## config.mk

```make
export PLATFORM = sky130hd
export DESIGN_NAME = bbc_micro_ram_arbiter
export DESIGN_NICKNAME = d
export VERILOG_FILES = /design/src/rtl/bbc_micro_ram_arbiter.sv
export SDC_FILE = /design/constraint.sdc
export NUM_CORES = 1
export LEC_CHECK = 0
export ABC_AREA = 1
export CAP_MARGIN = 20
export CORE_MARGIN = 2
export CORE_UTILIZATION = 30
export DETAILED_ROUTE_END_ITERATION = 16
export GPL_ROUTABILITY_DRIVEN = 1
export PLACE_DENSITY = 0.75
export SYNTH_ARGS = -nofsm -noshare
export SYNTH_HDL_FRONTEND = slang
export SYNTH_SLANG_ARGS = --single-unit
```

## constraint.sdc

```tcl
create_clock -name clk -period 2.5 [get_ports clk]
set_input_delay 0.25 -clock clk [delete_from_list [all_inputs] [get_ports clk]]
set_output_delay 0.25 -clock clk [all_outputs]
set_load 0.005 [all_outputs]
```

## src/rtl/bbc_micro_ram_arbiter.sv

```systemverilog
// Shares one synchronous RAM port between 2MHz video, CPU (once per phi2) and a host port.
// Read data returns one cycle after the grant and is steered by the previous cycle's grant.
module bbc_micro_ram_arbiter #(
   parameter int unsigned ADDR_WIDTH = 16,
   parameter int unsigned DATA_WIDTH = 8
) (
   input  logic                  clk,
   input  logic                  reset,
   input  logic                  clock_control__will_enable_2MHz_video,
   input  logic                  clock_control__enable_cpu,
   input  logic [1:0]            clock_control__phi,
   input  logic                  video_req_valid,
   input  logic [ADDR_WIDTH-1:0] video_address,
   output logic [DATA_WIDTH-1:0] video_read_data,
   output logic                  video_read_data_valid,
   input  logic                  cpu_req_valid,
   input  logic                  cpu_read_not_write,
   input  logic [ADDR_WIDTH-1:0] cpu_address,
   input  logic [DATA_WIDTH-1:0] cpu_write_data,
   output logic [DATA_WIDTH-1:0] cpu_read_data,
   output logic                  cpu_data_ready,
   output logic                  cpu_miss,
   output logic [7:0]            cpu_miss_count,
   input  logic                  host_req_valid,
   input  logic                  host_read_not_write,
   input  logic [ADDR_WIDTH-1:0] host_address,
   input  logic [DATA_WIDTH-1:0] host_write_data,
   output logic                  host_ack,
   output logic [DATA_WIDTH-1:0] host_read_data,
   output logic                  host_read_data_valid,
   output logic                  ram_select,
   output logic                  ram_read_not_write,
   output logic [ADDR_WIDTH-1:0] ram_address,
   output logic [DATA_WIDTH-1:0] ram_write_data,
   input  logic [DATA_WIDTH-1:0] ram_read_data
);

   typedef enum logic [1:0] {GrantIdle, GrantVideo, GrantCpu, GrantHost} grant_e;

   grant_e                grant;
   grant_e                last_grant_q;
   logic                  last_rnw_q;
   logic                  cpu_done_q;
   logic                  cpu_miss_q;
   logic [7:0]            cpu_miss_count_q;
   logic [DATA_WIDTH-1:0] video_rdata_q;
   logic [DATA_WIDTH-1:0] cpu_rdata_q;
   logic [DATA_WIDTH-1:0] host_rdata_q;
   logic                  phi2;
   logic                  miss_event;
   logic                  video_ret;
   logic                  cpu_ret;
   logic                  host_ret;

   assign phi2       = (clock_control__phi == 2'b10);
   assign miss_event = clock_control__enable_cpu & cpu_req_valid & ~cpu_done_q;

   always_comb begin
      grant = GrantIdle;
      if (reset) begin
         grant = GrantIdle;
      end else if (clock_control__will_enable_2MHz_video && video_req_valid) begin
         grant = GrantVideo;
      end else if (phi2 && cpu_req_valid && !cpu_done_q) begin
         grant = GrantCpu;
      end else if (host_req_valid) begin
         grant = GrantHost;
      end
   end

   always_comb begin
      ram_select         = 1'b0;
      ram_read_not_write = 1'b1;
      ram_address        = '0;
      ram_write_data     = '0;
      case (grant)
         GrantVideo: begin
            ram_select  = 1'b1;
            ram_address = video_address;
         end
         GrantCpu: begin
            ram_select         = 1'b1;
            ram_read_not_write = cpu_read_not_write;
            ram_address        = cpu_address;
            ram_write_data     = cpu_write_data;
         end
         GrantHost: begin
            ram_select         = 1'b1;
            ram_read_not_write = host_read_not_write;
            ram_address        = host_address;
            ram_write_data     = host_write_data;
         end
         default: ;
      endcase
   end

   // Returns are suppressed while reset is high so an in-flight read is discarded.
   assign video_ret = ~reset & (last_grant_q == GrantVideo);
   assign cpu_ret   = ~reset & (last_grant_q == GrantCpu) & last_rnw_q;
   assign host_ret  = ~reset & (last_grant_q == GrantHost) & last_rnw_q;

   assign video_read_data       = video_ret ? ram_read_data : video_rdata_q;
   assign video_read_data_valid = video_ret;
   assign cpu_read_data         = cpu_ret ? ram_read_data : cpu_rdata_q;
   assign cpu_data_ready        = cpu_done_q & ~reset;
   assign cpu_miss              = cpu_miss_q & ~reset;
   assign cpu_miss_count        = cpu_miss_count_q;
   assign host_ack              = (grant == GrantHost);
   assign host_read_data        = host_ret ? ram_read_data : host_rdata_q;
   assign host_read_data_valid  = host_ret;

   always_ff @(posedge clk) begin
      if (reset) begin
         last_grant_q     <= GrantIdle;
         last_rnw_q       <= 1'b0;
         cpu_done_q       <= 1'b0;
         cpu_miss_q       <= 1'b0;
         cpu_miss_count_q <= 8'h00;
         video_rdata_q    <= '0;
         cpu_rdata_q      <= '0;
         host_rdata_q     <= '0;
      end else begin
         last_grant_q <= grant;
         last_rnw_q   <= ram_read_not_write;
         if (video_ret) video_rdata_q <= ram_read_data;
         if (cpu_ret)   cpu_rdata_q   <= ram_read_data;
         if (host_ret)  host_rdata_q  <= ram_read_data;
         // A CPU clock enable in the grant cycle wins over the completion.
         if (clock_control__enable_cpu) begin
            cpu_done_q <= 1'b0;
         end else if (grant == GrantCpu) begin
            cpu_done_q <= 1'b1;
         end
         cpu_miss_q <= miss_event;
         if (miss_event && cpu_miss_count_q != 8'hFF) begin
            cpu_miss_count_q <= cpu_miss_count_q + 8'd1;
         end
      end
   end

endmodule
```

# Word level (Yosys, flattened, before mapping)
# Cells that the tools add are included.
[totals] mem_count=0 ramBits=0 elab_cells=46 register_bits=37 in_bits=83 latch_bits=0 romBits=0
[op_classes] order_cmp=0 multipliers=0 eq_ne=8 addsub=1 n_shift=0 n_div=0 reduce_logical=7 bitwise=11 n_mux=11
[op_table] cell="16-bit case mux with 3 select lines" count=1
[op_table] cell="8-bit two-way mux" count=3
[op_table] cell="8-bit case mux with 2 select lines" count=1
[op_table] cell="2-bit equality test, second input constant" count=5
[op_table] cell="1-bit bitwise AND" count=9
[op_table] cell="8-bit by 1-bit adder with 8-bit output, second input constant" count=1
[op_table] cell="2-bit two-way mux" count=4
[op_table] cell="8-bit inequality test, second input constant" count=1
[op_table] cell="2-bit by 1-bit equality test with 1-bit output, second input constant" count=2
[op_table] cell="1-bit logical AND" count=4
[op_table] cell="3-bit OR reduction" count=1
[op_table] cell="1-bit NOT" count=2
[op_table] cell="1-bit case mux with 2 select lines" count=1
[op_table] cell="2-bit OR reduction" count=1
[op_table] cell="1-bit logical NOT" count=1
[op_table] cell="1-bit two-way mux" count=1

# Logic depth before layout (Yosys ltp)
# Gate-level depths: netlist (run 1).
[logic_depth] depth_word=9 mapped_depth=9 mapped_depth_nobuf=9

# Least setup slack after synthesis (run 1)
# Ideal clock, no wire load.
[synth_timing] path_kind="reg2out" startpoint="register cpu_done_q" endpoint="output ram_address[0]" setup_slack_ps=1123 required_ps=2250 stages_incl_launch_ff=9 arrival_ps=1127 path_cell_list="dfxtp_1 > nor2_2 > nand2_4 > nand2_4 > nand2_4 > nor2_8 > buf_12 > nand2_4 > nand3_2"
[synth_between] elab_chain_len=7
[synth_lines] item="start: declaration" line_no="43" text="logic cpu_done_q;"
[synth_lines] item="start signal: assignment" line_no="116" text="cpu_done_q <= 1'b0;"
[synth_lines] item="start signal: assignment" line_no="130" text="cpu_done_q <= 1'b0;"
[synth_lines] item="start signal: assignment" line_no="132" text="cpu_done_q <= 1'b1;"
[synth_lines] item="1-bit logical NOT (*)" line_no="64" text="end else if (phi2 && cpu_req_valid && !cpu_done_q) begin"
[synth_lines] item="1-bit logical AND (*)" line_no="64"
[synth_lines] item="2-bit two-way mux (*)" line_no="64"
[synth_lines] item="2-bit two-way mux (*)" line_no="62" text="end else if (clock_control__will_enable_2MHz_video && video_req_valid) begin"
[synth_lines] item="2-bit two-way mux (*)" line_no="60" text="if (reset) begin"
[synth_lines] item="2-bit equality test / 2-bit by 1-bit equality test with 1-bit output (equally long branches)" line_no="76" text="case (grant)"
[synth_lines] item="16-bit case mux with 3 select lines (*)" line_no="76"
[synth_lines] item="end: declaration" line_no="33" text="output logic [ADDR_WIDTH-1:0] ram_address,"
# Mark *: on every way between the ends. The rest lies on a longest branch, timed or not.

# Worst setup path in the final report (run 1)
[layout_timing] startpoint="input cpu_req_valid" endpoint="output ram_address[11]"
[layout_between] elab_chain_len=7
[layout_lines] item="start: declaration" line_no="16" text="input logic cpu_req_valid,"
[layout_lines] item="1-bit logical AND (*) (2 in a row)" line_no="64"
[layout_lines] item="2-bit two-way mux (*)" line_no="64"
[layout_lines] item="2-bit two-way mux (*)" line_no="62"
[layout_lines] item="2-bit two-way mux (*)" line_no="60"
[layout_lines] item="2-bit equality test / 2-bit by 1-bit equality test with 1-bit output (equally long branches)" line_no="76"
[layout_lines] item="16-bit case mux with 3 select lines (*)" line_no="76"
# Marked as above.

==> run_results.csv, run 1 <==
group,metric,value,unit
logic_synthesis,synth_area,2430,um^2
setup_path,crit_chain,"clkdlybuf4s50_1 > inv_1 > nor2_2 > nand2_4 > nand2_4 > nand2_4 > nor2_8 > buf_12 > nand2_1 > nand3_1 > clkdlybuf4s50_1",
die,dieHeight,94.0,um
clock_network,cts_tree,"done",
drt,avgViaCountPerCell,4.34,
timing,hold_ws,0.486,ns
place,gp_congestion,0.792,
place,place_inst,588,
timing,hold_viol,0,
logic_synthesis,yosysWarnings,0,
logic_synthesis,synth-edff-count,0,
die,die_area,8840,um^2
logic_synthesis,yosysSeqAreaShare,0.305,
power,p_leak,2.10,nW
setup_path,cp_slowest_cell,"clkdlybuf4s50_1",
layout,syn_to_final_growth,70.8,%
global_route,grt_pass1_vias,2578,
timing,min_period_over_period,0.958,
setup_path,critPathMostFrequentCell,"nand2_4",
setup_path,rrSetupSlack,1.05,ns
die,start_util,0.312,
timing,finalCriticalPeriod,2.39,ns
logic_synthesis,synthFlopType,"dfxtp_1",
global_route,globalRouteOverflowTotal,0,
clock_network,clkLatencyLatePin,0.29,ns
setup_path,cp.required,2.25,ns
logic_synthesis,async_flop_share,0,
setup_path,slowest_delay,0.50,ns
global_route,grt_max_degree,33,
layout,instances_no_fill,597,
min_path,min_from,"cpu_done_q",
setup_path,startpoint_type,"input port",
drt,wl,7180,um
drt,drtPass1Iterations,4,
drt,routed-via-count,2591,
clock_network,postCtsSetupRepairBufs,0,
place,pre_cts_ws,0.0471,ns
global_route,grt_pass1_wl,11300,um
place,dp_hpwl,5980,um
layout,num-nets-final,577,
setup_path,worstSetupStartpoint,"cpu_req_valid",
timing,final-max-slew-violation-count,0,
place,port_buffers,145,
setup_path,end_kind,"output port",
timing,rsz0062_at_grt,"no",
run,drv_cap,0,
timing,relSlewSlack,0.730,
logic_synthesis,synth_top_area_frac,0.305,
die,fp.dieW,94.0,um
die,core_area,7810,um^2
setup_path,critPathKind,"input port to output port",
layout,seq_area,741,um^2
clock_network,numCtsBuffers,5,
die,core.rowCount,32,
logic_synthesis,synth_cell_type_count,31,
clock_network,htreeDepth,2,
timing,max_freq,418,MHz
timing,skew,0.00409,ns
setup_path,critPathArrivalTime,2.14,ns
drt,drtIter0Drc,57,
drt,postRouteAntennaNets,0,
power,ir_drop,0.204,mV
timing,tns,0,ns
layout,multi_input_area,1400,um^2
timing,tightest_slew,0.405,ns
clock_network,ctsHoldBuffers,0,
timing,worst_slack,0.105,ns
die,io_pins,146,
global_route,grt.total_usage,0.163,
logic_synthesis,synth_top_area_cell,"dfxtp_1",
layout,fillCellCount,763,
setup_path,critPathMaxFanout,15,
drt,wl_per_cell,12.0,um
logic_synthesis,ys_ff_latch,37,
setup_path,rr_startpoint,"cpu_miss_count[0]",
logic_synthesis,syn-num-nets,424,
logic_synthesis,synth_most_common_cell,"nand2_1",
layout,drive_gt1_frac,0.164,
logic_synthesis,avgSynthCellArea,7.15,um^2
run_status,status,"finished clean",
global_route,grt_antenna_before_repair,1,
clock_network,cts_sinks,37,
clock_network,path_clk_slew,0.07,ns
clock_network,root_buffer,"clkbuf_8",
logic_synthesis,ys_top_cells_by_area,"dfxtp_1, nand2_1, nand2_4",
logic_synthesis,synth_cells,340,
drt,drc,0,
clock_network,clockBufferDepth,2,
clock_network,cts_resized,0,
timing,setup_viol,0,
power,power.density,389,nW/um^2
logic_synthesis,synth_top_cells_by_count,"nand2_1, inv_1, nor2_1, dfxtp_1, nand2_4",
min_path,holdCritPathClass,"flip-flop to flip-flop",
-- cells in the final DEF (no fill, tap or decap), drive strengths merged --
| cell | instances |
|---|---|
| clkinv | 1 |
| or2 | 16 |
| nor2 | 45 |
| clkdlybuf4s50 | 144 |
| xor2 | 1 |
| dfxtp | 37 |
| inv | 55 |
| diode | 1 |
| a21oi | 6 |
| nand4 | 2 |
| dlymetal6s2s | 1 |
| o21ai | 27 |
| clkbuf | 5 |
| nand3b | 1 |
| clkinvlp | 1 |
| buf | 11 |
| nand2 | 113 |
| bufinv | 1 |
| ha | 1 |
| xnor2 | 2 |
| nor3 | 1 |
| nand3 | 23 |
-- area by class of cell --
type | count | area share
Multi-Input combinational cell | 238 | 0.337
Sequential cell | 37 | 0.178
Antenna cell | 1 | 0.000602
Clock buffer | 5 | 0.0166
Inverter | 55 | 0.0503
Timing Repair Buffer | 156 | 0.376
Clock inverter | 3 | 0.0111
Tap cell | 102 | 0.0307
-- worst max-delay path: cells and delay by family --
family | cells | cell delay (ns)
and+or+nand+nor | 7 | 0.68
buffers and inverters | 4 | 1.21
-- per-layer routing --
layer,track usage,vias up,part of all wire,wire [um]
met5,0,-,0,0
met4,0.0580,0,0.024,175
met3,0.0562,10,0.097,693
met2,0.310,111,0.51,3670
met1,0.163,1138,0.37,2650
li1,-,1332,-,-
-- worst paths after layout --
kind,to,cells past startpoint
max reg2reg,cpu_miss_count[5],7
max,ram_address[11],11
min,cpu_done_q,2
min reg2reg,cpu_done_q,2
-- report_power, final --
group | leakage [nW] | total, W | switching (W) | internal, W
clock | 0.0544 | 0.000518 | 0.000219 | 0.000298
sequential | 0.301 | 0.000620 | 0.0000101 | 0.000610
combinational | 1.75 | 0.000478 | 0.000190 | 0.000288
-- cells by family (layout without fill, tap and decap cells) --
kind of cell / count (synthesis) / after routing / share of synthesized area
AO/OA/AOI/OAI: 33 / 33 / 0.0679
XOR/XNOR: 3 / 3 / 0.0108
adder cells (fa/ha/maj): 1 / 1 / 0.00514
buffers and inverters: 65 / 219 / 0.120
flip-flops: 37 / 37 / 0.305
other: 0 / 1 / 0
AND/OR/NAND/NOR: 201 / 201 / 0.491
-- state kept, by name, summed over array words and instances (netlist names) --
register        flops
last_grant_q        2
cpu_miss_q          1
cpu_done_q          1
host_rdata_q        8
cpu_rdata_q         8
video_rdata_q       8
cpu_miss_count      8
last_rnw_q          1
-- stage by stage --
step	utilization	area (um^2)	power, W
2_1_floorplan	-	2430	0.000815
3_3_place_gp	0.517	4040	0.00111
3_5_place_dp	0.517	4040	0.00112
4_1_cts	0.532	4150	0.00164
6_report	0.532	4160	0.00162
5_1_grt	0.532	4160	0.00170
Power figures use the tool's default switching activity.
==> inputs of run 2 (changes only) <==
--- a/config.mk
+++ b/config.mk
@@ -9,9 +9,10 @@
 export CAP_MARGIN = 20
 export CORE_MARGIN = 2
 export CORE_UTILIZATION = 30
+export CTS_BUF_LIST = sky130_fd_sc_hd__clkbuf_8 sky130_fd_sc_hd__clkbuf_16
 export DETAILED_ROUTE_END_ITERATION = 16
 export GPL_ROUTABILITY_DRIVEN = 1
-export PLACE_DENSITY = 0.75
+export PLACE_DENSITY = 0.67
 export SYNTH_ARGS = -nofsm -noshare
 export SYNTH_HDL_FRONTEND = slang
 export SYNTH_SLANG_ARGS = --single-unit
==> run_results.csv, run 2 (synthesis results as in run 1) <==
group,metric,value,unit
drt,avgViaCountPerCell,4.34,
die,core.rowCount,32,
setup_path,critPathMaxFanout,16,
setup_path,end_kind,"output port",
setup_path,crit_chain,"clkdlybuf4s50_1 > inv_1 > nor2_2 > nand2_4 > nand2_8 > nand2_4 > nor2_8 > buf_12 > nand2_1 > nand3_1 > clkdlybuf4s50_1",
power,p_switching,0.000407,W
timing,final-max-slew-violation-count,0,
setup_path,path_depth,11,
setup_path,critPathKind,"input port to output port",
die,dieHeight,94.0,um
layout,layout_common_cells,"clkdlybuf4s50_1, nand2_1, inv_1, nor2_1, dfxtp_1",
power,intPower,0.00129,W
clock_network,htreeDepth,2,
layout,final_common_cell,"clkdlybuf4s50_1",
drt,wl,7150,um
global_route,grt_max_degree,32,
setup_path,cp_slowest_cell,"clkdlybuf4s50_1",
power,sw_frac_of_total,0.240,
setup_path,cpLargestDelayFamily,"buffers and inverters",
clock_network,clkLatencyLatePin,0.28,ns
place,dp_hpwl,5720,um
run_status,status,"finished clean",
die,start_util,0.312,
power,p_leak,2.09,nW
timing,rsz0062_at_grt,"no",
die,core_area,7810,um^2
drt,routed-via-count,2576,
timing,setup_viol,0,
setup_path,critPathArrivalTime,2.15,ns
clock_network,postCtsSetupRepairBufs,0,
setup_path,startpoint_type,"input port",
clock_network,cts_sinks,37,
global_route,grt_util_met2,0.299,
power,combPwrFrac,0.280,
global_route,busiest_layer,"met2",
global_route,grt_antenna_before_repair,0,
drt,drc,0,
global_route,globalRouteOverflowTotal,0,
clock_network,path_clk_slew,0.07,ns
die,die_area,8840,um^2
power,ir_drop,0.195,mV
setup_path,cp.required,2.25,ns
min_path,holdCritPathClass,"flip-flop to flip-flop",
global_route,grt.total_usage,0.162,
layout,drive_gt1_frac,0.161,
timing,relSlewSlack,0.722,
timing,finalCriticalPeriod,2.40,ns
run,drv_cap,0,
timing,tightest_slew,0.417,ns
global_route,grt_pass1_wl,11300,um
timing,min_period_over_period,0.961,
power,p_seq_frac,0.365,
clock_network,numCtsBuffers,5,
global_route,gr-usage-met1,0.165,
drt,postRouteAntennaNets,0,
timing,skew,0.00502,ns
power,clkPwrFrac,0.355,
global_route,grt_pass1_vias,2544,
clock_network,root_buffer,"clkbuf_8",
global_route,met3_usage,0.0722,
setup_path,rr_startpoint,"cpu_miss_count[0]",
setup_path,worstSetupEndpoint,"ram_address[11]",
place,placed_cell_area,4000,um^2
layout,n_antenna_cell,0,
layout,postLayoutCellArea,4150,um^2
drt,drtPass1Iterations,4,
timing,tns,0,ns
timing,max_freq,416,MHz
drt,wl_per_cell,12.0,um
layout,syn_to_final_growth,70.4,%
setup_path,slowest_delay,0.50,ns
setup_path,crit_buf_inv,4,
place,gp_congestion,0.794,
timing,hold_viol,0,
layout,num-nets-final,575,
timing,worst_slack,0.0981,ns
setup_path,rrSetupSlack,1.02,ns
clock_network,cts_tree,"done",
power,power.density,409,nW/um^2
layout,fillCellCount,762,
clock_network,clockBufferDepth,2,
setup_path,rr_worst_depth,7,
drt,drtIter0Drc,94,
setup_path,worstSetupStartpoint,"cpu_req_valid",
place,port_buffers,145,
die,io_pins,146,
die,fp.dieW,94.0,um
place,pre_cts_ws,0.0950,ns
setup_path,rr_endpoint,"cpu_miss_count[7]",
run 2: cell count changes in the layout (fill, tap and decap cells not counted), sizes merged:
cell,change
buf,-3
bufinv,+1
clkdlybuf4s50,+1
clkinvlp,-1
diode,-1
dlymetal6s2s,-1
nor2,+1
run 2: stage by stage:
step	power [W]	util	instances	hold WS, ns
2_1_floorplan	0.000815	-	340	0.396
3_3_place_gp	0.00110	0.512	585	0.470
3_5_place_dp	0.00111	0.512	585	0.483
4_1_cts	0.00172	0.529	593	0.493
5_1_grt	0.00179	0.531	594	0.540
6_report	0.00170	0.531	594	0.491
run 2: power by group through the flow:
stage / clock (W) / sequential [W] / combinational (W)
finish: 0.000602 / 0.000620 / 0.000474
global placement: 0 / 0.000633 / 0.000472
floorplan: 0 / 0.000632 / 0.000183
global route: 0.000647 / 0.000622 / 0.000519
detailed placement: 0 / 0.000633 / 0.000476
CTS: 0.000619 / 0.000620 / 0.000478
run 2: tightest hold or removal path, delay by kind of cell, from the launching register on:
family          cells  cell delay [ns]
compound gates      1             0.06
buf+inv             1             0.07
flops               1             0.32
run 2: cell type report:
cell class | count | area [um^2] | area share
clock buffers | 5 | 68.8 | 0.0166
clock inverters | 3 | 65.1 | 0.0157
inverters | 55 | 209 | 0.0504
multi-input cells | 239 | 1410 | 0.340
flip-flops and latches | 37 | 741 | 0.179
well taps | 102 | 128 | 0.0308
repair buffers | 153 | 1520 | 0.368
run 2: routing by layer:
layer / share of wire / wire length, um / up-vias
met4: 0.0096 / 69 / 0
met2: 0.51 / 3650 / 110
li1: - / - / 1333
met3: 0.11 / 805 / 8
met1: 0.37 / 2630 / 1125
met5: 0 / 0 / -
run 2: how the worst min path moves through the flow:
stage,startpoint,end,cells past startpoint
after global placement,cpu_done_q,cpu_done_q,2
after floorplan,clock_control__enable_cpu,cpu_done_q,3
after detailed placement,cpu_done_q,cpu_done_q,2
after CTS,cpu_done_q,cpu_done_q,2
after global routing,cpu_done_q,cpu_done_q,2
final,cpu_done_q,cpu_done_q,2
run 2: repair_timing:
action | CTS | global route
resized for setup | 0 | 0
setup endpoints to repair | 0 | 1
hold buffers | 0 | 0
